### src/rtl/membus_router.sv
// membus_router: routes single-outstanding CPU bus requests to one of NSLV
// address-decoded slave channels. It returns an error response, and records
// the failing address, for unmapped addresses and for slaves that stall
// past the timeout.
module membus_router #(
    parameter int unsigned        NSLV      = 4,
    parameter logic [32*NSLV-1:0] SLV_BASE  = '0,
    parameter logic [32*NSLV-1:0] SLV_MASK  = '0,
    parameter int unsigned        TIMEOUT   = 255,
    parameter logic [31:0]        ERR_RDATA = 32'hDEADBEEF
) (
    input  logic                 clock,
    input  logic                 resetn,

    // CPU side; m_wstrb == 0 means read
    input  logic                 m_valid,
    output logic                 m_ready,
    input  logic                 m_insn,
    input  logic [31:0]          m_addr,
    input  logic [31:0]          m_wdata,
    input  logic [3:0]           m_wstrb,
    output logic [31:0]          m_rdata,

    // slave side; address, write data and strobes are broadcast
    output logic [NSLV-1:0]      s_valid,
    input  logic [NSLV-1:0]      s_ready,
    output logic [31:0]          s_addr,
    output logic [31:0]          s_wdata,
    output logic [3:0]           s_wstrb,
    input  logic [32*NSLV-1:0]   s_rdata,

    // sticky error reporting
    output logic                 err_flag,
    output logic [31:0]          err_addr,
    input  logic                 err_clear
);

    localparam int unsigned SW = (NSLV > 1) ? $clog2(NSLV) : 1;
    localparam int unsigned CW = (TIMEOUT > 0) ? $clog2(TIMEOUT + 1) : 1;
    // Count value seen in the last stalled ACTIVE cycle before expiry
    localparam logic [CW-1:0] TO_LAST = (TIMEOUT > 0) ? CW'(TIMEOUT - 1) : '0;

    typedef enum logic [1:0] {
        IDLE,
        ACTIVE,
        RESP
    } state_t;

    state_t           state;
    logic [SW-1:0]    sel_q;
    logic [CW-1:0]    to_cnt;

    logic             dec_hit;
    logic [SW-1:0]    dec_sel;
    logic [NSLV-1:0]  dec_onehot;
    logic             sel_ready;
    logic [31:0]      sel_rdata;
    logic             timeout_hit;

    // m_insn is carried for debug visibility only and feeds no logic
    logic             insn_unused;
    assign insn_unused = m_insn;

    // Priority address decode: the lowest-index hitting window wins
    always_comb begin
        dec_hit    = 1'b0;
        dec_sel    = '0;
        dec_onehot = '0;
        for (int unsigned i = 0; i < NSLV; i++) begin
            if (!dec_hit &&
                ((m_addr & SLV_MASK[32*i +: 32]) == SLV_BASE[32*i +: 32])) begin
                dec_hit       = 1'b1;
                dec_sel       = SW'(i);
                dec_onehot[i] = 1'b1;
            end
        end
    end

    // Response mux: only the selected channel's ready and read data are seen
    always_comb begin
        sel_ready = 1'b0;
        sel_rdata = '0;
        for (int unsigned i = 0; i < NSLV; i++) begin
            if (sel_q == SW'(i)) begin
                sel_ready = s_ready[i];
                sel_rdata = s_rdata[32*i +: 32];
            end
        end
    end

    // Expiry fires on the stalled cycle that makes the count reach TIMEOUT
    always_comb begin
        timeout_hit = (TIMEOUT != 0) && (to_cnt == TO_LAST);
    end

    // Transaction FSM with registered bus outputs and sticky error capture
    always_ff @(posedge clock or negedge resetn) begin
        if (!resetn) begin
            state    <= IDLE;
            sel_q    <= '0;
            to_cnt   <= '0;
            m_ready  <= 1'b0;
            m_rdata  <= '0;
            s_valid  <= '0;
            s_addr   <= '0;
            s_wdata  <= '0;
            s_wstrb  <= '0;
            err_flag <= 1'b0;
            err_addr <= '0;
        end else begin
            // A clear is overridden below when an error is raised in the same cycle
            if (err_clear) begin
                err_flag <= 1'b0;
            end

            case (state)
                IDLE: begin
                    m_ready <= 1'b0;
                    if (m_valid) begin
                        s_addr  <= m_addr;
                        s_wdata <= m_wdata;
                        s_wstrb <= m_wstrb;
                        sel_q   <= dec_sel;
                        to_cnt  <= '0;
                        if (dec_hit) begin
                            s_valid <= dec_onehot;
                            state   <= ACTIVE;
                        end else begin
                            m_ready  <= 1'b1;
                            m_rdata  <= ERR_RDATA;
                            err_flag <= 1'b1;
                            if (!err_flag || err_clear) begin
                                err_addr <= m_addr;
                            end
                            state    <= RESP;
                        end
                    end
                end

                ACTIVE: begin
                    // Slave data takes precedence over a simultaneous expiry
                    if (sel_ready) begin
                        s_valid <= '0;
                        m_ready <= 1'b1;
                        m_rdata <= sel_rdata;
                        state   <= RESP;
                    end else if (timeout_hit) begin
                        to_cnt   <= to_cnt + CW'(1);
                        s_valid  <= '0;
                        m_ready  <= 1'b1;
                        m_rdata  <= ERR_RDATA;
                        err_flag <= 1'b1;
                        if (!err_flag || err_clear) begin
                            err_addr <= s_addr;
                        end
                        state    <= RESP;
                    end else begin
                        to_cnt <= to_cnt + CW'(1);
                    end
                end

                RESP: begin
                    m_ready <= 1'b0;
                    state   <= IDLE;
                end

                default: begin
                    m_ready <= 1'b0;
                    s_valid <= '0;
                    state   <= IDLE;
                end
            endcase
        end
    end

endmodule

### config.mk
export PLATFORM = sky130hd
export DESIGN_NAME = membus_router
export DESIGN_NICKNAME = d
export VERILOG_FILES = /design/src/rtl/membus_router.sv
export SDC_FILE = /design/constraint.sdc
export NUM_CORES = 1
export LEC_CHECK = 0
export CAP_MARGIN = 40
export CORE_AREA = 5 5 131 133
export CTS_CLUSTER_DIAMETER = 60
export DETAILED_ROUTE_END_ITERATION = 10
export DIE_AREA = 0 0 136 138
export DONT_BUFFER_PORTS = 1
export GPL_ROUTABILITY_DRIVEN = 0
export PLACE_DENSITY = 0.5
export RECOVER_POWER = 100
export SLEW_MARGIN = 20
export SYNTH_ARGS = -nofsm -noshare
export SYNTH_HDL_FRONTEND = slang
export SYNTH_SLANG_ARGS = --single-unit
export TNS_END_PERCENT = 5
### constraint.sdc
create_clock -name clock -period 1.9 [get_ports clock]
set_input_delay 0.38 -clock clock [delete_from_list [all_inputs] [get_ports clock]]
set_output_delay 0.38 -clock clock [all_outputs]
set_load 0.01 [all_outputs]
==> impl_metrics.prom <==
# TYPE chip_impl_metric gauge
chip_impl_metric{name="synth-edff-count",unit=""} 0
chip_impl_metric{name="grt_pass1_vias",unit=""} 4212
chip_impl_metric{name="setup-violations-final",unit=""} 0
chip_impl_metric{name="report.final.hold_viol_count",unit=""} 145
chip_impl_metric{name="clock-sinks",unit=""} 145
chip_impl_info{name="path_delay_family",value="simple AND/OR/NAND/NOR gates"} 1
chip_impl_info{name="layout.cells.most_common_list",value="208 x sky130_fd_sc_hd__nand2_1, 145 x sky130_fd_sc_hd__dfrtp_1, 29 x sky130_fd_sc_hd__inv_1, 28 x sky130_fd_sc_hd__a21oi_1, 24 x sky130_fd_sc_hd__o22ai_1"} 1
chip_impl_metric{name="synth_compound_area_share",unit="%"} 8.970
chip_impl_metric{name="r2r_cells",unit=""} 4
chip_impl_info{name="regToRegStartpoint",value="state[1]"} 1
chip_impl_info{name="crit_path_cell_trace",value="or3b_1 -> clkbuf_1 -> or4_1 -> a21oi_1"} 1
chip_impl_info{name="grt_setup_unrepaired",value="true"} 1
chip_impl_metric{name="synth_fa_ha_area_share",unit="%"} 0.4344
chip_impl_metric{name="vias_per_cell",unit=""} 4.939
chip_impl_info{name="tritoncts",value="built"} 1
chip_impl_metric{name="syn_area",unit="sq um"} 5761
chip_impl_metric{name="die_area",unit="sq um"} 18770
chip_impl_metric{name="floorplan_die_height",unit="um"} 138
chip_impl_info{name="dominant_combinational_cell_family_by_area_after_synthesis",value="simple AND/OR/NAND/NOR gates"} 1
chip_impl_metric{name="netlist_instances",unit=""} 555
chip_impl_metric{name="grt_use_total",unit="%"} 15.30
chip_impl_metric{name="finalHoldWorstSlack",unit="ps"} -339.8
chip_impl_info{name="ys_dominant_reg_cell",value="sky130_fd_sc_hd__dfrtp_1"} 1
chip_impl_metric{name="reg2reg_slack",unit="ps"} 20
chip_impl_metric{name="cts_buffers",unit=""} 17
chip_impl_metric{name="finalNetCount",unit=""} 770
chip_impl_metric{name="drt-pass1-iter-count",unit=""} 4
chip_impl_metric{name="synth_cell_type_count",unit=""} 37
chip_impl_metric{name="routedWlPerCell",unit="um"} 18.55
chip_impl_metric{name="clock_latency_on_the_worst_skew_pair",unit="ps"} 410
chip_impl_metric{name="io-pin-count",unit=""} 343
chip_impl_info{name="criticalPathCategory",value="flip-flop to flip-flop"} 1
chip_impl_metric{name="period_share",unit="%"} 98.94
chip_impl_metric{name="area.growth.synth_to_final",unit="%"} 18.38
chip_impl_info{name="cpMaxStageDelayCell",value="sky130_fd_sc_hd__or4_1"} 1
chip_impl_metric{name="async_flop_share",unit="%"} 100.0
chip_impl_metric{name="maxSlewHeadroom",unit="%"} 52.13
chip_impl_metric{name="synth-simple-area-share",unit="%"} 15.96
chip_impl_metric{name="cellLeakagePower",unit="uW"} 0.003406
chip_impl_metric{name="worstPathMaxFanout",unit=""} 13
chip_impl_metric{name="clock_tree.htree_level_count",unit=""} 4
chip_impl_metric{name="clk_pin_slew_worst_paths",unit="ps"} 60
chip_impl_metric{name="synth-warning-count",unit=""} 0
chip_impl_metric{name="fillers",unit=""} 1518
chip_impl_info{name="most_common_library_cell_in_the_layout_ignoring_fill_and_taps",value="sky130_fd_sc_hd__nand2_1"} 1
chip_impl_metric{name="worst_ep_required_time",unit="ps"} 2220
chip_impl_metric{name="maximum_number_of_pins_on_one_net_before_global_route_repair",unit=""} 146
chip_impl_metric{name="ratio_of_cells_with_drive_above_1_in_the_final_layout",unit="%"} 14.78
chip_impl_metric{name="final_period_minus_worst_setup_slack",unit="ps"} 1880
chip_impl_metric{name="antenna_cells",unit=""} 0
chip_impl_info{name="worst_hold_path_type",value="primary input to async pin"} 1
chip_impl_metric{name="grt.overflow.total",unit=""} 0
chip_impl_metric{name="number_of_cells_on_the_critical_path",unit=""} 4
chip_impl_metric{name="core_region_area",unit="sq um"} 15710
chip_impl_metric{name="timing.critical_path.slowest_cell_delay",unit="ps"} 560
chip_impl_metric{name="start_util",unit="%"} 36.66
chip_impl_metric{name="power_density",unit="nW/um^2"} 1548
chip_impl_metric{name="cap_violations",unit=""} 0
chip_impl_info{name="regToRegEndpoint",value="to_cnt[5]"} 1
chip_impl_info{name="startpoint",value="state[1]"} 1
chip_impl_info{name="critPathCaptureType",value="flip-flop"} 1
chip_impl_metric{name="timing_worst_slew_pin_value",unit="ps"} 718.1
chip_impl_metric{name="placed_cells_incl_taps",unit=""} 755
chip_impl_metric{name="wl",unit="mm"} 14.67
chip_impl_metric{name="cts.path.max_buffers",unit=""} 2
chip_impl_metric{name="final_antenna_net_count",unit=""} 0
chip_impl_metric{name="row_count",unit=""} 46
chip_impl_metric{name="fraction_of_synthesized_area_in_multiplexers",unit="%"} 6.603
chip_impl_metric{name="dp_hpwl",unit="mm"} 9.806
chip_impl_metric{name="count_of_state_elements_after_synthesis",unit=""} 145
chip_impl_info{name="status",value="finished, violations left"} 1
chip_impl_metric{name="die_width",unit="um"} 136
chip_impl_metric{name="fin_cells",unit=""} 791
chip_impl_metric{name="global_route_wire_length_before_repair",unit="mm"} 22.75
chip_impl_metric{name="critical_path_buf_inv_count",unit=""} 1
chip_impl_info{name="failed_checks",value="negative hold slack"} 1
chip_impl_metric{name="critPathArrivalTime",unit="ps"} 2200
chip_impl_info{name="setup.worst_path.start_class",value="flip-flop"} 1
chip_impl_metric{name="antenna_found_initial",unit=""} 0
chip_impl_metric{name="num_vias",unit=""} 3907
chip_impl_metric{name="fmaxAchievable",unit="MHz"} 532.0
chip_impl_metric{name="worst_ir_drop_vdd",unit="V"} 0.0005890
chip_impl_metric{name="route.detailed.drc",unit=""} 0
chip_impl_metric{name="yosysSeqAreaShare",unit="%"} 62.99
chip_impl_info{name="cts_root_buf",value="sky130_fd_sc_hd__clkbuf_16"} 1
chip_impl_metric{name="portBuffers",unit=""} 0
chip_impl_metric{name="synthXorXnorAreaFrac",unit="%"} 0.1520
chip_impl_metric{name="final_max_slew_viol_count",unit=""} 0
chip_impl_metric{name="detailedRoute.firstIterationViolations",unit=""} 182
chip_impl_metric{name="clock_skew",unit="ps"} 5.507
chip_impl_metric{name="syn_avg_cell_area",unit="sq um"} 10.38
chip_impl_info{name="critical_path.endpoint",value="to_cnt[5]"} 1
## synthesized netlist by cell type, drive strengths merged (2+ instances only)
cell	instances	area share, %
o31ai	3	0.39
buf	8	1.2
clkbuf	27	1.8
mux2	32	6.3
dfrtp	145	63
mux2i	2	0.35
o22ai	24	2.6
or3b	2	0.35
a21oi	28	2.4
a22o	8	1.2
inv	29	1.9
nor2	3	0.20
a21o	8	1.0
nand2	208	14
or4	2	0.26
o21ai	4	0.35
ha	2	0.43
nand3	5	0.43
## metal layers
metal | wire length [um] | vias up | track usage [%]
met1 | 5855 | 1901 | 18.04
met4 | 119 | 0 | 3.820
met5 | 0 | - | 0
li1 | - | 1819 | -
met3 | 2264 | 10 | 10.60
met2 | 6433 | 177 | 22.79
## report_power, final
part	switching [uW]	total (uW)	internal, uW
sequential	1390	5450	4060
clock	1220	3380	2160
combinational	968	1720	752
total	3580	10600	6980
## area by class of cell
cell class	instances	area [sq um]	share of cell area [%]
clock inverters	9	131.4	1.927
repair buffers	22	247.7	3.633
multi-input cells	348	1958	28.72
flip-flops and latches	145	3628	53.21
inverters	29	108.9	1.596
clock buffers	22	474.2	6.954
well taps	216	270.3	3.963
## kinds of logic (layout without fill, tap and decap cells)
group	count (synthesis)	after routing
fa+ha+maj	2	2
simple gates	229	229
xor+xnor	1	1
other cells	1	3
compound gates	79	79
flops	145	145
mux	34	34
buf+inv	64	82
## through the flow
stage	util (%)	area (sq um)	total power, uW	setup TNS, ps	setup WS (ps)
finish	43.40	6819	10560	0	20.23
CTS	42.50	6678	10710	-766.7	-36.72
global route	43.40	6819	11270	-1568	-60.48
global placement	38.28	6015	7131	-1547	-72.89
detailed placement	38.28	6015	7241	-2449	-107.3
floorplan	-	5768	6542	0	13.25
## sequential cells by signal, indices dropped and copies added, names as in the netlist
signal and cells:
to_cnt 8, s_wstrb 4, s_addr 32, state 2, s_valid 1, m_rdata 32
err_addr 32, s_wdata 32, m_ready 1, err_flag 1
## worst min path at each step
| stage | start | to | slack, ps | depth (start not counted) |
|---|---|---|---|---|
| 3_3_place_gp | resetn | s_wdata[0] | 90 | 0 |
| 4_1_cts | resetn | s_wstrb[2] | -360 | 0 |
| 2_1_floorplan | resetn | err_addr[0] | 80 | 0 |
| 3_5_place_dp | resetn | s_wdata[0] | 90 | 0 |
| 5_1_grt | resetn | m_rdata[7] | -370 | 0 |
| 6_report | resetn | s_addr[29] | -340 | 0 |
## repair_timing
item / 4_1_cts / 5_1_grt
gates cloned: 1 / 2
setup endpoints to repair: 32 / 55
buffers inserted: 1 / 1
gates resized for setup: 12 / 23
hold endpoints to repair: 145 / 145
pin swaps: 1 / 2
Power figures use the tool's default switching activity.
